**src/rtl/muldiv_unit.sv**
```systemverilog
// Iterative unsigned multiply/divide unit: one result bit per cycle, 32 iterations,
// followed by a single write-back cycle during which the core is released.
module muldiv_unit #(
  parameter int XLEN       = 32,
  parameter int REG_ADDR_W = 5
) (
  input  logic                  clk,
  input  logic                  rst_n,
  input  logic                  start,
  input  logic [1:0]            op,
  input  logic [XLEN-1:0]       operand_a,
  input  logic [XLEN-1:0]       operand_b,
  input  logic [REG_ADDR_W-1:0] dest_reg,
  output logic                  busy,
  output logic                  stall,
  output logic                  done,
  output logic                  wb_en,
  output logic [REG_ADDR_W-1:0] wb_reg,
  output logic [XLEN-1:0]       wb_data
);

  localparam int CNT_W = $clog2(XLEN);
  localparam logic [CNT_W-1:0] LAST_ITER = CNT_W'(XLEN - 1);

  typedef enum logic [1:0] {
    S_IDLE = 2'd0,
    S_MUL  = 2'd1,
    S_DIV  = 2'd2,
    S_DONE = 2'd3
  } state_t;

  state_t                r_state;
  logic [CNT_W-1:0]      r_count;
  logic                  r_sel_hi;
  logic [XLEN-1:0]       r_b;
  logic [REG_ADDR_W-1:0] r_dest;
  logic [XLEN-1:0]       r_hi;
  logic [XLEN-1:0]       r_lo;
  logic                  r_done;
  logic                  r_wb_en;
  logic [REG_ADDR_W-1:0] r_wb_reg;
  logic [XLEN-1:0]       r_wb_data;

  logic [XLEN:0]   w_add;
  logic [XLEN:0]   w_rsh;
  logic            w_ge;
  logic [XLEN-1:0] w_sub;
  logic [XLEN-1:0] w_hi_next;
  logic [XLEN-1:0] w_lo_next;
  logic [XLEN-1:0] w_result;

  // Next {hi,lo} for one iteration; r_hi/r_lo hold {R,Q} while dividing.
  always_comb begin
    w_add     = {1'b0, r_hi} + (r_lo[0] ? {1'b0, r_b} : {(XLEN+1){1'b0}});
    w_rsh     = {r_hi, r_lo[XLEN-1]};
    w_ge      = (w_rsh >= {1'b0, r_b});
    // The restored remainder is always below r_b, so the low bits of the difference suffice.
    w_sub     = w_rsh[XLEN-1:0] - r_b;
    w_hi_next = {XLEN{1'b0}};
    w_lo_next = {XLEN{1'b0}};
    if (r_state == S_DIV) begin
      w_hi_next = w_ge ? w_sub : w_rsh[XLEN-1:0];
      w_lo_next = {r_lo[XLEN-2:0], w_ge};
    end else begin
      w_hi_next = w_add[XLEN:1];
      w_lo_next = {w_add[0], r_lo[XLEN-1:1]};
    end
    w_result = r_sel_hi ? w_hi_next : w_lo_next;
  end

  // Control FSM, iteration datapath and registered write-back outputs.
  always_ff @(posedge clk or negedge rst_n) begin
    if (!rst_n) begin
      r_state   <= S_IDLE;
      r_count   <= {CNT_W{1'b0}};
      r_sel_hi  <= 1'b0;
      r_b       <= {XLEN{1'b0}};
      r_dest    <= {REG_ADDR_W{1'b0}};
      r_hi      <= {XLEN{1'b0}};
      r_lo      <= {XLEN{1'b0}};
      r_done    <= 1'b0;
      r_wb_en   <= 1'b0;
      r_wb_reg  <= {REG_ADDR_W{1'b0}};
      r_wb_data <= {XLEN{1'b0}};
    end else begin
      case (r_state)
        S_IDLE: begin
          if (start) begin
            r_sel_hi <= op[0];
            r_b      <= operand_b;
            r_dest   <= dest_reg;
            r_count  <= {CNT_W{1'b0}};
            r_hi     <= {XLEN{1'b0}};
            r_lo     <= operand_a;
            r_state  <= op[1] ? S_DIV : S_MUL;
          end else begin
            r_state  <= S_IDLE;
          end
        end
        S_MUL, S_DIV: begin
          r_hi    <= w_hi_next;
          r_lo    <= w_lo_next;
          r_count <= r_count + CNT_W'(1);
          if (r_count == LAST_ITER) begin
            r_state   <= S_DONE;
            r_done    <= 1'b1;
            r_wb_en   <= (r_dest != {REG_ADDR_W{1'b0}});
            r_wb_reg  <= r_dest;
            r_wb_data <= w_result;
          end else begin
            r_state   <= r_state;
          end
        end
        S_DONE: begin
          r_state   <= S_IDLE;
          r_done    <= 1'b0;
          r_wb_en   <= 1'b0;
          r_wb_reg  <= {REG_ADDR_W{1'b0}};
          r_wb_data <= {XLEN{1'b0}};
        end
        default: begin
          r_state   <= S_IDLE;
          r_done    <= 1'b0;
          r_wb_en   <= 1'b0;
          r_wb_reg  <= {REG_ADDR_W{1'b0}};
          r_wb_data <= {XLEN{1'b0}};
        end
      endcase
    end
  end

  // Stall drops in DONE so the core retires the instruction alongside the write-back.
  assign busy    = (r_state != S_IDLE);
  assign stall   = ((r_state == S_IDLE) && start) || (r_state == S_MUL) || (r_state == S_DIV);
  assign done    = r_done;
  assign wb_en   = r_wb_en;
  assign wb_reg  = r_wb_reg;
  assign wb_data = r_wb_data;

endmodule

```
**config.mk**
```make
export PLATFORM = sky130hd
export DESIGN_NAME = muldiv_unit
export DESIGN_NICKNAME = d
export VERILOG_FILES = /design/src/rtl/muldiv_unit.sv
export SDC_FILE = /design/constraint.sdc
export NUM_CORES = 1
export LEC_CHECK = 0
export CORE_ASPECT_RATIO = 0.5
export CORE_UTILIZATION = 61
export DETAILED_ROUTE_END_ITERATION = 7
export GPL_TIMING_DRIVEN = 1
export PLACE_DENSITY = 0.83
export SLEW_MARGIN = 20
export SYNTH_ARGS = -nofsm -noshare
export SYNTH_HDL_FRONTEND = slang
export SYNTH_SLANG_ARGS = --single-unit
```
**constraint.sdc**
```tcl
create_clock -name clk -period 7.4 [get_ports clk]
set_input_delay 1.85 -clock clk [delete_from_list [all_inputs] [get_ports clk]]
set_output_delay 1.85 -clock clk [all_outputs]
set_load 0.01 [all_outputs]
```
=== Word-level counts from Yosys, hierarchy flattened ===
Cells that the tools add are included.

* Flip-flop bits (word level): 148
* Input port bits: 74
* Output and inout port bits: 41
* Word-level logic and storage cells: 56

* Add/subtract/negate cells: 3
* $lt $le $gt $ge: 1
* Eq/ne operators: 6
* Mux-type cells: 23
* Reductions and logical operators: 12

{| class="wikitable"
|+ Operators with widths
! kind !! number
|-
| $mux W32 || 8
|-
| $pmux W32 S2 || 3
|-
| $add A32 B32 Y33 || 1
|-
| $ge A33 B32 Y1 || 1
|-
| $sub A32 B32 Y32 || 1
|-
| $pmux W5 S2 || 2
|-
| $mux W5 || 2
|-
| $mux W2 || 3
|-
| $pmux W2 S3 || 1
|-
| $reduce_and A2 Y1 || 3
|-
| $reduce_bool A2 Y1 || 3
|-
| $add A5 B1 Y5 const B || 1
|-
| $eq A5 B5 Y1 const B || 1
|-
| $reduce_bool A5 Y1 || 1
|-
| $eq A2 B2 Y1 const B || 2
|-
| $ne A2 B2 Y1 const B || 2
|-
| $pmux W1 S2 || 2
|-
| $eq A2 B1 Y1 const B || 1
|-
| $logic_not A2 Y1 || 1
|-
| $logic_or A1 B1 Y1 || 2
|-
| $mux W1 || 2
|-
| $reduce_or A2 Y1 || 1
|-
| $logic_and A1 B1 Y1 || 1
|}

=== Longest topological paths before layout ===
Gate-level depths: netlist (run 1).

* Depth in word-level cells: 6
* Gate-level depth with buffers: 15
* Gate-level depth less buffers: 14

=== Worst setup path after synthesis (run 1) ===
OpenSTA, ideal clock, no wires.

* Kind: in2out
* Start point: input port start
* End point: output port stall
* Arrival time: 2433 ps
* Required time: 5550 ps
* Slack: 3117 ps
* Cell stages on the path: 3
* Path buffers: 1
* Path through: nand2_1 > buf_1 > nand2_1

* Cells in the longest elaborated chain, start to end: 3

{| class="wikitable"
|+ RTL lines
! what !! line !! text
|-
| start: declaration || 9 || <nowiki>input logic start,</nowiki>
|-
| $logic_and A1 B1 Y1 || 134 || <nowiki>assign stall = ((r_state == S_IDLE) && start) || (r_state == S_MUL) || (r_state == S_DIV);</nowiki>
|-
| $logic_or A1 B1 Y1 (2 in a row) || 134 ||
|-
| end: declaration || 15 || <nowiki>output logic stall,</nowiki>
|}

No other way between the ends.

=== Final worst setup path (run 1) ===
Same ends and word-level chain as after synthesis.

==> impl_metrics.ini, run 1 <==
[outcome]
status = finished, violations left
violations = DRC

[clock_network]
post_cts_resized = 0
path_clk_slew_ns = 0.07
numCtsBuffers = 17
ctsRootBufferMaster = clkbuf_16
cts_tree = yes
clockBufferDepth = 2
insertion_delay_ns = 0.44
cts_hold_buf = 0
clkSinkCount = 148
h-tree-depth = 4
cts_setup_buffers = 0

[final_layout]
nets = 1488
synthToLayoutAreaGrowth_pct = 17.2
antenna_cells = 0
layout-drive-gt1-share_pct = 7.97

[yosys]
netlist.area_leader.share_pct = 33.9
postSynthAreaPerCell_um2 = 8.60
synth_seq_area_share_pct = 33.9
synth_area_leaders = dfrtp_1 (34%), ha_1 (8.0%), o21ai_0 (5.6%), nand2_1 (5.3%), mux2i_1 (5.0%)
syn_inst = 1268
ys.warnings.count = 0
synth-async-reset-ratio_pct = 100
synthFlopType = dfrtp_1
synth_edf_count = 0
synthesis.nets = 1414
netlist_area_um2 = 10900
yosysMostFrequentCell = nand2_1
synth_commonest_cells = nand2_1 (155), dfrtp_1 (148), o21ai_0 (123)
ys_seq_elements = 148
ys_types = 73
synth_top_cell_by_area = dfrtp_1

[place]
port_buffers = 114
gp_congestion = 0.966
dp_hpwl_um = 22800

[route]
wl_per_cell_um = 20.3
vias = 10200
antenna_left = 0
drc_errors = 1
drt-initial-drc-count = 1201
routed_wl_um = 32200
first_pass_iters = 8
drt-vias-per-instance = 6.43

[worst_setup_path]
cp-start-kind = input port
path_buf_inv = 2
crit_family = buffers and inverters
path_cells = clkdlybuf4s50_1 -> nand2_2 -> nand2_1 -> clkdlybuf4s50_1
cpPeakStageDelay_ns = 0.58
crit_type = input port to output pin
r2r_start = r_lo[0]
crit_top_cell = clkdlybuf4s50_1
cp_slowest_cell = clkdlybuf4s50_1
rr_worst_depth = 14
worstPathRequired_ns = 5.55
crit_path_start = start
cp_max_fo = 6
worst-path-stages = 4
cp.arrival_ns = 3.12
cp-end-kind = output pin

[sta]
slew_viol_final = 0
hold_violations = 0
maxSlewHeadroom_pct = 35.6
setup_viol = 0
setup_tns_ns = 0
max_clock_freq_ghz = 0.201
rsz0062_at_grt = false
worst-slew-pin-transition_ns = 0.966
post-route-min-period_ns = 4.97
fin_crit_sh_pct = 67.1
fin_skew_ns = 0.0149

[floorplan]
ioPinCount = 115
fp.dieH_um = 96.6
die_w_um = 191
core_area_um2 = 17400
rows = 34
die-area_um2 = 18500
start_util_pct = 62.5

[global_route]
grt_usage_pct = 35.5
grt_max_degree = 102
grt_pass1_vias = 9557
grt_overflow = 0
grt_antenna_before_repair = 1
grt_pass1_wl_um = 50300

[job]
maxCapViolations = 0

[hold_path]
holdPathStages = 2
hp-class = register to register
hold_start = wb_en
metrics by stage:
step                instances  worst slack, ns  util [%]  hold WS, ns  area [um2]
detailed placement       1557             2.45      69.8        0.469       12200
global route             1589             2.39      73.3        0.517       12800
finish                   1589             2.43      73.3        0.492       12800
floorplan                1268             3.12         -        0.445       10900
CTS                      1589             2.45      73.3        0.495       12800
global placement         1557             2.46      69.8        0.456       12200
cell usage in the layout (no fill, tap or decap), drive strengths merged, types with 4 or more instances in the layout:
| cell | n |
|---|---|
| nand2 | 155 |
| dfrtp | 148 |
| o21ai | 134 |
| clkdlybuf4s50 | 113 |
| a21oi | 99 |
| ha | 70 |
| nor2 | 69 |
| inv | 65 |
| mux2i | 55 |
| mux2 | 50 |
| a21o | 42 |
| and2 | 34 |
| xnor2 | 32 |
| nand3 | 22 |
| nor3 | 22 |
| nand2b | 22 |
| xor2 | 17 |
| clkbuf | 17 |
| a31oi | 13 |
| a211oi | 13 |
| nor2b | 12 |
| buf | 12 |
| a32o | 11 |
| a22o | 11 |
| o21a | 9 |
| o21bai | 9 |
| or2 | 8 |
| nor4 | 6 |
| a221o | 6 |
| nand4 | 5 |
| o211ai | 5 |
| and3 | 4 |
| o22ai | 4 |
| a41oi | 4 |
| o31ai | 4 |
cell type report:
| cell class | count | area [um2] |
|---|---|---|
| Inverter | 56 | 210 |
| Multi-Input combinational cell | 994 | 6750 |
| Clock inverter | 15 | 184 |
| Tap cell | 234 | 293 |
| Clock buffer | 17 | 425 |
| Timing Repair Buffer | 125 | 1220 |
| Fill cell | 1299 | 4650 |
| Sequential cell | 148 | 3700 |
tightest hold or removal path, delay by kind of cell, from the launching register on:
family / cells / cell delay (ns)
DFF: 1 / 0.35
AOI/OAI and AO/OA: 1 / 0.06
and+or+nand+nor: 1 / 0.05
layer usage:
| layer | part of all wire [%] | global-route usage (%) |
|---|---|---|
| met2 | 43 | 53.7 |
| met5 | 0.040 | 0 |
| met3 | 12 | 11.5 |
| met4 | 2.0 | 10.8 |
| met1 | 43 | 48.4 |
path summary, 6_finish.rpt:
| path | endpoint | slack [ns] |
|---|---|---|
| worst max-delay path | stall | 2.43 |
| worst min-delay path | wb_en | 0.49 |
| worst max register to register | wb_data[31] | 2.98 |
| worst min register to register | wb_en | 0.49 |
| max in group asynchronous | wb_data[19] | 4.58 |
| min in group asynchronous | r_b[23] | 1.49 |
cells by family (layout without fill, tap and decap cells):
logic type / after synthesis / in the layout / share of synthesized area [%]
AO/OA/AOI/OAI: 393 / 393 / 22.7
XOR/XNOR: 49 / 49 / 3.93
adder cells (fa/ha/maj): 72 / 72 / 8.40
buffers and inverters: 126 / 213 / 4.53
flip-flops: 148 / 148 / 33.9
multiplexers: 106 / 106 / 10.4
AND/OR/NAND/NOR: 374 / 374 / 16.0
Power of run 1 is left out: the tool's default activity adds up to more than one toggle a clock period on the data nets, which glitch-free logic cannot reach.
==> inputs of run 2 (changes only) <==
CORE_UTILIZATION = 53   (was 61)
PLACE_DENSITY = 0.76   (was 0.83)
clock period = 4.1 ns   (was 7.4 ns; I/O delays follow)
==> run 2 against run 1 <==
Compared with the run above: the flow now finishes without violations; wire length is 6.0% higher; final cell count up 3.0%; sequential share of layout area fell by 0.33 points; cell area up 1.2%; register-to-register slack lost 2.8 ns; utilization fell by 8.0 points; global-route usage shrank 1.9 points; clock-buffer cell count unchanged; setup slack got worse by 2.2 ns; first-iteration DRC count down 5.2%; critical path type is now register to register; critical endpoint is now wb_data[11].
==> impl_metrics.ini, run 2 (synthesis results as in run 1) <==
[outcome]
status = finished clean

[job]
maxCapViolations = 0

[final_layout]
nets = 1504
final_cell_mix = nand2_1 (154), dfrtp_1 (147), o21ai_0 (122), clkdlybuf4s50_1 (113), a21oi_1 (99)
fillers = 1666
stdcell_count = 1637
antenna_cells = 0
layout_commonest_cell = nand2_1
layout-drive-gt1-share_pct = 9.19
synthToLayoutAreaGrowth_pct = 18.6

[global_route]
grt_usage_pct = 33.5
grt_max_degree = 72
grt_pass1_vias = 9458
grt_overflow = 0
grt_pass1_wl_um = 53400
grt_antenna_before_repair = 0

[worst_setup_path]
crit_type = register to register
cp-start-kind = register
rr_worst_depth = 12
crit_path_start = r_hi[8]
path_buf_inv = 1
r2r_start = r_hi[8]
cp_max_fo = 19
worst-path-stages = 12
worst_r2r_endpoint = wb_data[11]
path_cells = ha_1 -> nand3_1 -> or2_1 -> a211oi_1 -> nor4_1 -> a21o_1 -> o21ai_4 -> buf_12 -> mux2_2 -> nand2_1 -> o21ai_0 -> a221o_1
r2r_setup_slack_ns = 0.22
worstPathRequired_ns = 4.45
cp.arrival_ns = 4.22
cp-end-kind = register
crit_family = compound AO/OA/AOI/OAI gates
cpPeakStageDelay_ns = 0.47
cp_slowest_cell = a211oi_1

[sta]
post-route-min-period_ns = 3.88
setup_viol = 0
fin_crit_sh_pct = 94.6
fin_skew_ns = 0.0138
rsz0062_at_grt = false
setup_tns_ns = 0
max_clock_freq_ghz = 0.258
hold_violations = 0
maxSlewHeadroom_pct = 32.6
whs_ns = 0.487
worst-slew-pin-transition_ns = 1.01
slew_viol_final = 0

[clock_network]
clkSinkCount = 148
path_clk_slew_ns = 0.07
ctsRootBufferMaster = clkbuf_16
clockBufferDepth = 2
numCtsBuffers = 17
cts_setup_buffers = 0
insertion_delay_ns = 0.46
h-tree-depth = 4
cts_tree = yes

[route]
drt-initial-drc-count = 1138
drc_errors = 0
vias = 10100
routed_wl_um = 34100
drt-vias-per-instance = 6.16
first_pass_iters = 5
antenna_left = 0
wl_per_cell_um = 20.9

[place]
place_inst = 1605
port_buffers = 114
dp_hpwl_um = 24800
gp_congestion = 1.01

[hold_path]
hold_start = r_count[4]
holdPathStages = 2
whs_endpoint = r_count[4]
hp-class = register to register

[floorplan]
start_util_pct = 55.0
ioPinCount = 115
die_w_um = 205
core_area_um2 = 19800
fp.dieH_um = 103
rows = 36
die-area_um2 = 21200
-- run 2: changes by cell type in the layout (fill, tap and decap cells not counted), sizes merged --
| cell | previous run | this run |
|---|---|---|
| clkinv | 3 | 1 |
| bufinv | 2 | 1 |
| clkinvlp | 1 | 7 |
| inv | 65 | 62 |
| buf | 12 | 28 |
-- run 2: worst max path at each step --
stage                  endpoint  slack [ns]
floorplan           wb_data[27]        0.74
global placement    wb_data[30]        0.29
detailed placement     r_hi[29]        0.29
CTS                 wb_data[27]        0.23
global route        wb_data[11]        0.09
finish              wb_data[11]        0.22
-- run 2: through the flow --
| stage | area, um2 | worst slack, ns | util [%] |
|---|---|---|---|
| floorplan | 10900 | 0.744 | - |
| global placement | 12400 | 0.286 | 62.4 |
| detailed placement | 12400 | 0.286 | 62.4 |
| CTS | 12900 | 0.232 | 65.3 |
| global route | 12900 | 0.0947 | 65.3 |
| finish | 12900 | 0.223 | 65.3 |
-- run 2: tightest hold or removal path: cells and delay by family (launching register included) --
family | cells | cell delay, ns
AND/OR/NAND/NOR | 2 | 0.10
flip-flops | 1 | 0.35
-- run 2: layout make-up --
type	count	area (um2)	area share (%)
Multi-Input combinational cell	994	6750	52.2
Clock buffer	17	425	3.29
Timing Repair Buffer	141	1370	10.6
Clock inverter	15	145	1.12
Tap cell	266	333	2.57
Sequential cell	148	3700	28.6
Inverter	56	210	1.62
-- run 2: routing by layer --
metal / up-vias / global-route usage, % / wire length, um
met3: 35 / 8.30 / 3330
met4: 0 / 8.72 / 397
li1: 4729 / - / -
met2: 426 / 48.1 / 14200
met1: 4902 / 50.0 / 16300
met5: - / 0 / 0
-- run 2: repair_timing --
action	4_1_cts	5_1_grt
resized for setup	0	2
setup endpoints to repair	0	6
hold buffers	0	0
Power of run 2 is left out for the same reason.
